**config.mk**
```make
export PLATFORM = sky130hd
export DESIGN_NAME = reg_op_scheduler
export DESIGN_NICKNAME = d
export VERILOG_FILES = /design/src/rtl/reg_op_scheduler.sv
export SDC_FILE = /design/constraint.sdc
export NUM_CORES = 1
export LEC_CHECK = 0
export CELL_PAD_IN_SITES_DETAIL_PLACEMENT = 0
export CELL_PAD_IN_SITES_GLOBAL_PLACEMENT = 1
export CORE_ASPECT_RATIO = 1.75
export CORE_MARGIN = 5
export CORE_UTILIZATION = 31
export CTS_BUF_LIST = sky130_fd_sc_hd__clkbuf_8
export DETAILED_ROUTE_END_ITERATION = 8
export PLACE_DENSITY_LB_ADDON = 0.15
export SYNTH_ARGS = -nofsm -noshare
export SYNTH_HDL_FRONTEND = slang
export SYNTH_SLANG_ARGS = --single-unit
```
**constraint.sdc**
```tcl
create_clock -name clock -period 2 [get_ports clock]
set_clock_uncertainty 0.2 [all_clocks]
set_input_delay 0.6 -clock clock [delete_from_list [all_inputs] [get_ports clock]]
set_output_delay 0.6 -clock clock [all_outputs]
set_load 0.02 [all_outputs]
```
**src/rtl/reg_op_scheduler.sv**
```systemverilog
// Round-robin scheduler that grants one of two requesters access to a
// four-entry register bank and repeats the chosen operation cnt+1 times.
module reg_op_scheduler #(
  parameter int CNT_W = 4
) (
  input  logic             clock,
  input  logic             reset,
  input  logic             req0,
  input  logic             req1,
  input  logic [1:0]       addr0,
  input  logic [1:0]       addr1,
  input  logic [1:0]       op0,
  input  logic [1:0]       op1,
  input  logic [15:0]      data0,
  input  logic [15:0]      data1,
  input  logic [CNT_W-1:0] cnt0,
  input  logic [CNT_W-1:0] cnt1,
  input  logic             abort,
  output logic [3:0]       regEnable,
  output logic [1:0]       funSel,
  output logic [15:0]      loadData,
  output logic [1:0]       grant,
  output logic [1:0]       done,
  output logic             aborted,
  output logic             busy
);

  typedef enum logic [1:0] {
    IDLE = 2'd0,
    EXEC = 2'd1,
    DONE = 2'd2
  } state_t;

  state_t           state;
  logic [CNT_W-1:0] remaining;
  logic             ptr;
  logic             owner;

  function automatic logic [3:0] addr_onehot(input logic [1:0] a);
    return 4'b0001 << a;
  endfunction

  function automatic logic [1:0] req_onehot(input logic k);
    return k ? 2'b10 : 2'b01;
  endfunction

  // Requester 1 wins when it is alone or when both ask and the pointer favours it.
  logic             pick;
  logic [1:0]       sel_addr;
  logic [1:0]       sel_op;
  logic [15:0]      sel_data;
  logic [CNT_W-1:0] sel_cnt;

  always_comb begin
    pick     = req1 & (~req0 | ptr);
    sel_addr = pick ? addr1 : addr0;
    sel_op   = pick ? op1   : op0;
    sel_data = pick ? data1 : data0;
    sel_cnt  = pick ? cnt1  : cnt0;
  end

  always_ff @(posedge clock or posedge reset) begin
    if (reset) begin
      state     <= IDLE;
      remaining <= '0;
      ptr       <= 1'b0;
      owner     <= 1'b0;
      regEnable <= 4'b0000;
      funSel    <= 2'b00;
      loadData  <= 16'h0000;
      grant     <= 2'b00;
      done      <= 2'b00;
      aborted   <= 1'b0;
      busy      <= 1'b0;
    end else begin
      grant   <= 2'b00;
      done    <= 2'b00;
      aborted <= 1'b0;
      case (state)
        IDLE: begin
          if (req0 || req1) begin
            owner     <= pick;
            grant     <= req_onehot(pick);
            regEnable <= addr_onehot(sel_addr);
            funSel    <= sel_op;
            loadData  <= sel_data;
            // Load and clear are single-shot regardless of the requested count.
            remaining <= sel_op[1] ? '0 : sel_cnt;
            busy      <= 1'b1;
            state     <= EXEC;
          end
        end
        EXEC: begin
          if (abort) begin
            regEnable <= 4'b0000;
            done      <= req_onehot(owner);
            aborted   <= 1'b1;
            ptr       <= ~owner;
            remaining <= '0;
            state     <= DONE;
          end else if (remaining != '0) begin
            remaining <= remaining - CNT_W'(1);
          end else begin
            regEnable <= 4'b0000;
            done      <= req_onehot(owner);
            ptr       <= ~owner;
            state     <= DONE;
          end
        end
        DONE: begin
          busy  <= 1'b0;
          state <= IDLE;
        end
        default: begin
          regEnable <= 4'b0000;
          busy      <= 1'b0;
          state     <= IDLE;
        end
      endcase
    end
  end

endmodule

```
==> results.md, run 1 <==
* Outcome: complete, no violations
* Layout cell share with drive strength beyond 1 at 0.162
* Global-route wire length before repair at ~7700 µm
* Area Growth Syn to Fin at 66.5%
* Die X at around 67 µm
* Row count at 36
* Ports at 81
* Top-area cell type share of the netlist area at 0.508
* Required time of the critical path at around 2.0 ns
* DIE AREA at roughly 7400 µm²
* Top sig layer: met4
* CP startpoint kind: primary input
* Final period util at 0.987
* Flop-to-flop setup slack at about 0.090 ns
* Slew Limit Fails at 0
* WL/cell at about 14 µm
* Routability Congestion at 0.742
* Max incr delay on CP at approximately 0.48 ns
* CTS tree: done
* Slowest-stage cell, CP: or4b_4
* Clock Sinks at 36
* Largest area contributor in the netlist: dfrtp_1
* Gr usage total at 0.140
* M1 wire length at 1960 µm
* WP data arrival at between 1.5 and 2 ns
* Pwr/cell area at about 1300 nW/µm²
* TritonCTS Buffers at 5
* Flops & latches, synth at 36
* Chip Height at 110 µm
* Syn nets at 226
* Minimum clock period at 1.97 ns
* Post-Place Cells at around 350
* Synth top area cells: dfrtp_1 (51%), mux2i_1 (12%), o21ai_0 (5.1%), nand2_1 (4.0%), nor2b_1 (3.2%)
* Design Area, Final at 2950 µm²
* Ant. Diodes at 0
* Tightest Pin Transition at 0.367 ns
* Remaining Overflow, GRT at 0
* Final Net Count at between 300 and 400
* Antenna violations before repair at 0
* VDD IR max at about 600 µV
* Vias in the first global route at between 1.5k and 2k
* Final cell count without fillers at ~350
* Hold Crit Class: register to register
* Initial DRC count at 55
* Post-synthesis sequential area ratio at 0.508
* Worst slew margin at 0.753
* Crit-path cells: clkdlybuf4s50_1 -> or3b_4 -> or4b_4 -> o211ai_2
* Critical Path Sink Type: register
* Synthesized area at ~1800 µm²
* Vias per cell at about 4.6
* Core region area at approximately 5600 µm²
* Post-Syn Area per Cell at roughly 10 µm²
* Ys Warns at 0
* Antenna Nets Post-Route at 0
* Main synth FF type: dfrtp_1
* Most frequent cell after synthesis: dfrtp_1
* Pin count of the biggest net entering global routing at 28
* Metal3 WL at 442 µm
* Final setup vio count at 0
* Unrepaired setup endpoints after global routing: no
* Clock Pin Slew Worst Setup and Hold Paths at 0.08 ns
* Area post-placement at roughly 2800 µm²
* DP Wirelength at 3980 µm
* Post-Syn Instances at between 150 and 200
* DRC Markers at 0
* Ys async rst share at 1.00
* Initial core utilization at 0.317
* Crit-path leading delay family: simple AND/OR/NAND/NOR gates
* Maximum clock insertion buffer count at 2
* Buf/Inv on CP at 1
* Power Total at 3.86 mW
* Clk_lat worst skew at 0.29 ns
* Max-cap viol count at 0
* Top cells by count, synth: dfrtp_1 (36), mux2i_1 (22), nand2_1 (19)
* LEAKAGE at between 1 and 1.5 nW
* Fmax at approximately 0.51 GHz
* Final Hold Viols at 0
* Final core occ at 0.528
* I/O Buffers at 80
* Root Buffer: clkbuf_8
* Post-synth cell types at 34
* H-tree Lvls at 2
* Post-synth EDFFs at 0
* CP max FO at 2
* Routed WL at roughly 5100 µm
* CP Class: primary input to register
* Vias at 1608
* DR pass1 iterations at 3
* Met2 WL at roughly 2600 µm
[through the flow]
stage / setup TNS (ns) / setup WS, ns / hold slack [ns]
floorplan: 0 / 0.168 / 0.217
global placement: -6.94 / -0.322 / 0.245
detailed placement: -7.91 / -0.326 / 0.250
CTS: -0.00910 / -0.00738 / 0.259
global route: 0 / 0.00275 / 0.287
finish: 0 / 0.0252 / 0.257
[layer usage]
metal,up-vias,global-route usage
li1,810,-
met1,736,0.149
met2,57,0.248
met3,5,0.0517
met4,0,0.0522
met5,-,0
[cell usage in the layout, fill, tap and decap left out, types with 3 or more instances in the layout]
| cell type | n |
|---|---|
| clkdlybuf4s50_1 | 50 |
| dfrtp_1 | 36 |
| dlygate4sd2_1 | 28 |
| buf_4 | 24 |
| mux2i_1 | 19 |
| nand2_1 | 19 |
| o21ai_0 | 18 |
| nor2b_1 | 9 |
| inv_1 | 8 |
| nor2_1 | 7 |
| clkbuf_8 | 7 |
| o21ai_1 | 6 |
| a21oi_1 | 5 |
| a32o_1 | 4 |
| mux2i_2 | 3 |
[power by group]
group | switching (mW) | internal, mW | total [mW]
logic | 1.08 | 0.949 | 2.03
registers | 0.200 | 1.07 | 1.27
clock network | 0.251 | 0.307 | 0.558
[worst paths after layout]
path                                     startpoint                       end  cells past startpoint
max                                           abort  remaining[2]$_DFFE_PP0P_                      4
max in group asynchronous                     reset   loadData[7]$_DFFE_PP0P_                      3
min                               owner$_DFFE_PP0P_         done[0]$_DFF_PP0_                      1
max reg2reg                remaining[0]$_DFFE_PP0P_  remaining[2]$_DFFE_PP0P_                      6
min reg2reg                       owner$_DFFE_PP0P_         done[0]$_DFF_PP0_                      1
min in group asynchronous                     reset   loadData[2]$_DFFE_PP0P_                      3
[kinds of logic (layout without fill, tap and decap cells)]
kind of cell    after synthesis  count (layout)  share of synthesized area
fa+ha+maj                     2               2                     0.0141
mux                          24              24                      0.137
simple gates                 50              50                      0.148
flops                        36              36                      0.508
compound gates               44              44                      0.155
buf+inv                      15             121                     0.0367
[cell type report]
cell class                 instances  area [µm²]
sequential                        36         901
multi-input combinational        120         841
timing repair buffer             106         986
tap                               76        95.1
inverter                           8        30.0
fill                             557        2640
clock buffer                       7        96.3
[sequential cells by signal, summed over array words and instances (netlist names)]
name	cells
done	2
loadData	16
aborted	1
ptr	1
owner	1
state	2
busy	1
regEnable	4
grant	2
funSel	2
remaining	4
[what timing repair did]
| item | 4_1_cts | 5_1_grt |
|---|---|---|
| gates resized for setup | 31 | 10 |
| endpoints found under the hold margin | 0 | 0 |
| setup buffers | 1 | 0 |
| pin swaps | 1 | 1 |
| hold buffers | 0 | 0 |
| endpoints found under the setup margin | 34 | 26 |
No activity file was read; power rests on OpenSTA's default activity.
==> inputs of run 2 (changes only) <==
--- a/config.mk
+++ b/config.mk
@@ -8,7 +8,6 @@
 export CELL_PAD_IN_SITES_DETAIL_PLACEMENT = 0
 export CELL_PAD_IN_SITES_GLOBAL_PLACEMENT = 1
 export CORE_ASPECT_RATIO = 1.75
-export CORE_MARGIN = 5
 export CORE_UTILIZATION = 31
 export CTS_BUF_LIST = sky130_fd_sc_hd__clkbuf_8
 export DETAILED_ROUTE_END_ITERATION = 8
==> results.md, run 2 (synthesis gave the netlist of run 1 again) <==
* Worst slew margin at 0.766
* CP Class: primary input to register
* Slowest-stage cell, CP: clkdlybuf4s50_1
* Vias at 1619
* Met2 WL at roughly 2700 µm
* Vias in the first global route at ~1.7k
* Final period util at 0.972
* Post-CTS Setup Bufs at 0
* Tightest Pin Transition at 0.349 ns
* Global-route wire length before repair at around 8000 µm
* Buf/Inv on CP at 2
* Pwr/cell area at approximately 1300 nW/µm²
* Final Hold Viols at 0
* Slew Limit Fails at 0
* Sw frac at 0.407
* LEAKAGE at 1.39 nW
* CP startpoint kind: primary input
* DR pass1 iterations at 4
* WL/cell at 13.9 µm
* Most common cell after layout, fill and taps aside: clkdlybuf4s50_1
* DIE AREA at slightly above 6000 µm²
* Top sig layer: met4
* Root Buffer: clkbuf_8
* Initial DRC count at 19
* Routed WL at approximately 4900 µm
* Final Worst Setup Slack at around 0.055 ns
* Vias per cell at between 4 and 5
* R2R depth at 6
* Remaining Overflow, GRT at 0
* Minimum clock period at just under 2 ns
* Initial core utilization at 0.320
* Worst hold stages at 1
* Required time of the critical path at 1.97 ns
* Power Total at 3.79 mW
* WP data arrival at between 1.5 and 2 ns
* Crit-path leading delay family: buffers and inverters
* Hold Crit Class: register to register
* Fmax at about 0.51 GHz
* Worst slack, placed at -0.336 ns
* Max reg flops at 16
* Ant. Diodes at 0
* Final core occ at 0.524
* Layout cell share with drive strength beyond 1 at 0.139
* Max incr delay on CP at 0.54 ns
* TritonCTS Buffers at 5
* DP Wirelength at 3840 µm
* Commonest cells after routing, fill and taps aside: clkdlybuf4s50_1 (50), dfrtp_1 (36), dlygate4sd2_1 (28)
* Sequential power share at 0.336
* NetSw at around 1.5 mW
* Combinational power share at 0.520
* Flop-to-flop setup slack at between 0.1 and 0.15 ns
* Final Net Count at 328
* Hold Startpoint: owner$_DFFE_PP0P_
* Clock Pin Slew Worst Setup and Hold Paths at 0.08 ns
* M1 wire length at between 1500 and 2000 µm
* Antenna violations before repair at 0
* Area Growth Syn to Fin at 63.8%
* Max-cap viol count at 0
* Antenna Nets Post-Route at 0
* Hold slack at roughly 0.25 ns
* Hold Path End: done[0]$_DFF_PP0_
* Gr usage total at 0.179
* Pin count of the biggest net entering global routing at 28
* Die X at 59.1 µm
* Metal3 WL at 228 µm
* Crit-path cells: clkdlybuf4s50_1 -> nor2_1 -> or2_1 -> buf_4 -> a31oi_1 -> o21ai_0
* Maximum clock insertion buffer count at 2
* I/O Buffers at 80
* Clock power share at 0.144
* R2R Path End: regEnable[3]$_DFFE_PP0P_
* Row count at 36
* Routability Congestion at 0.730
* Critical Path Sink Type: register
* CTS tree: done
* Outcome: complete, no violations
* Int Power at 2.25 mW
* Ports at just over 80
* Clock Sinks at 36
* Most flops, register: loadData
* Chip Height at 102 µm
* Core region area at between 5000 and 6000 µm²
* Largest registers: loadData x16, regEnable x4, remaining x4
* RR Startpoint: remaining[0]$_DFFE_PP0P_
* VDD IR max at approximately 540 µV
* DRC Markers at 0
* Final setup vio count at 0
* CP max FO at 6
* Clk_lat worst skew at between 0.2 and 0.3 ns
* H-tree Lvls at 2
==> run 2: changes by cell type in the layout (fill, tap and decap cells not counted), sizes merged <==
cell      before  now
buf           26   22
clkbuf         7    6
clkinvlp       0    2
==> run 2: final cells by class <==
type                            instances  area (µm²)
Clock inverter                          2        15.0
Inverter                                8        30.0
Tap cell                               76        95.1
Multi-Input combinational cell        120         827
Sequential cell                        36         901
Fill cell                             554        2640
Clock buffer                            6        82.6
Timing Repair Buffer                  102         952
==> run 2: what timing repair did <==
action | 4_1_cts | 5_1_grt
resized for setup | 29 | 6
setup endpoints to repair | 32 | 21
hold endpoints to repair | 0 | 0
hold buffers | 0 | 0
pin swaps | 0 | 1
==> run 2: routing by layer <==
layer / GRT usage / vias to the layer above
li1: - / 806
met1: 0.187 / 745
met2: 0.334 / 59
met3: 0.0316 / 9
met4: 0.0842 / 0
met5: 0 / -
==> run 2: worst max-delay path by stage <==
| stage | slack [ns] | cells after the start | from | end |
|---|---|---|---|---|
| 2_1_floorplan | 0.17 | 3 | abort | remaining[2]$_DFFE_PP0P_ |
| 3_3_place_gp | -0.28 | 5 | abort | regEnable[0]$_DFFE_PP0P_ |
| 3_5_place_dp | -0.34 | 5 | abort | regEnable[3]$_DFFE_PP0P_ |
| 4_1_cts | 0.01 | 4 | abort | remaining[2]$_DFFE_PP0P_ |
| 5_1_grt | -0.03 | 5 | req1 | remaining[3]$_DFFE_PP0P_ |
| 6_report | 0.06 | 6 | req1 | remaining[0]$_DFFE_PP0P_ |
==> run 2: power groups by stage <==
stage / logic, mW / registers [mW] / clock network (mW)
6_report: 1.97 / 1.27 / 0.546
4_1_cts: 1.97 / 1.27 / 0.573
2_1_floorplan: 0.825 / 1.58 / 0
5_1_grt: 2.18 / 1.32 / 0.605
3_3_place_gp: 2.14 / 1.29 / 0
3_5_place_dp: 2.14 / 1.29 / 0
==> run 2: through the flow <==
stage               setup TNS, ns  cell area, µm²  std cells
finish                          0            2900        350
global route              -0.0282            2900        350
CTS                             0            2880        350
detailed placement          -7.45            2810        342
global placement            -6.34            2810        342
floorplan                       0            1770        171
==> run 2: worst register-to-register path, delay by kind of cell (launching register included) <==
kind                       cells  cell delay (ns)
buffers and inverters          1             0.08
DFF                            1             0.42
and+or+nand+nor                2             0.54
AOI/OAI and AO/OA              2             0.36
adders and majority gates      1             0.21
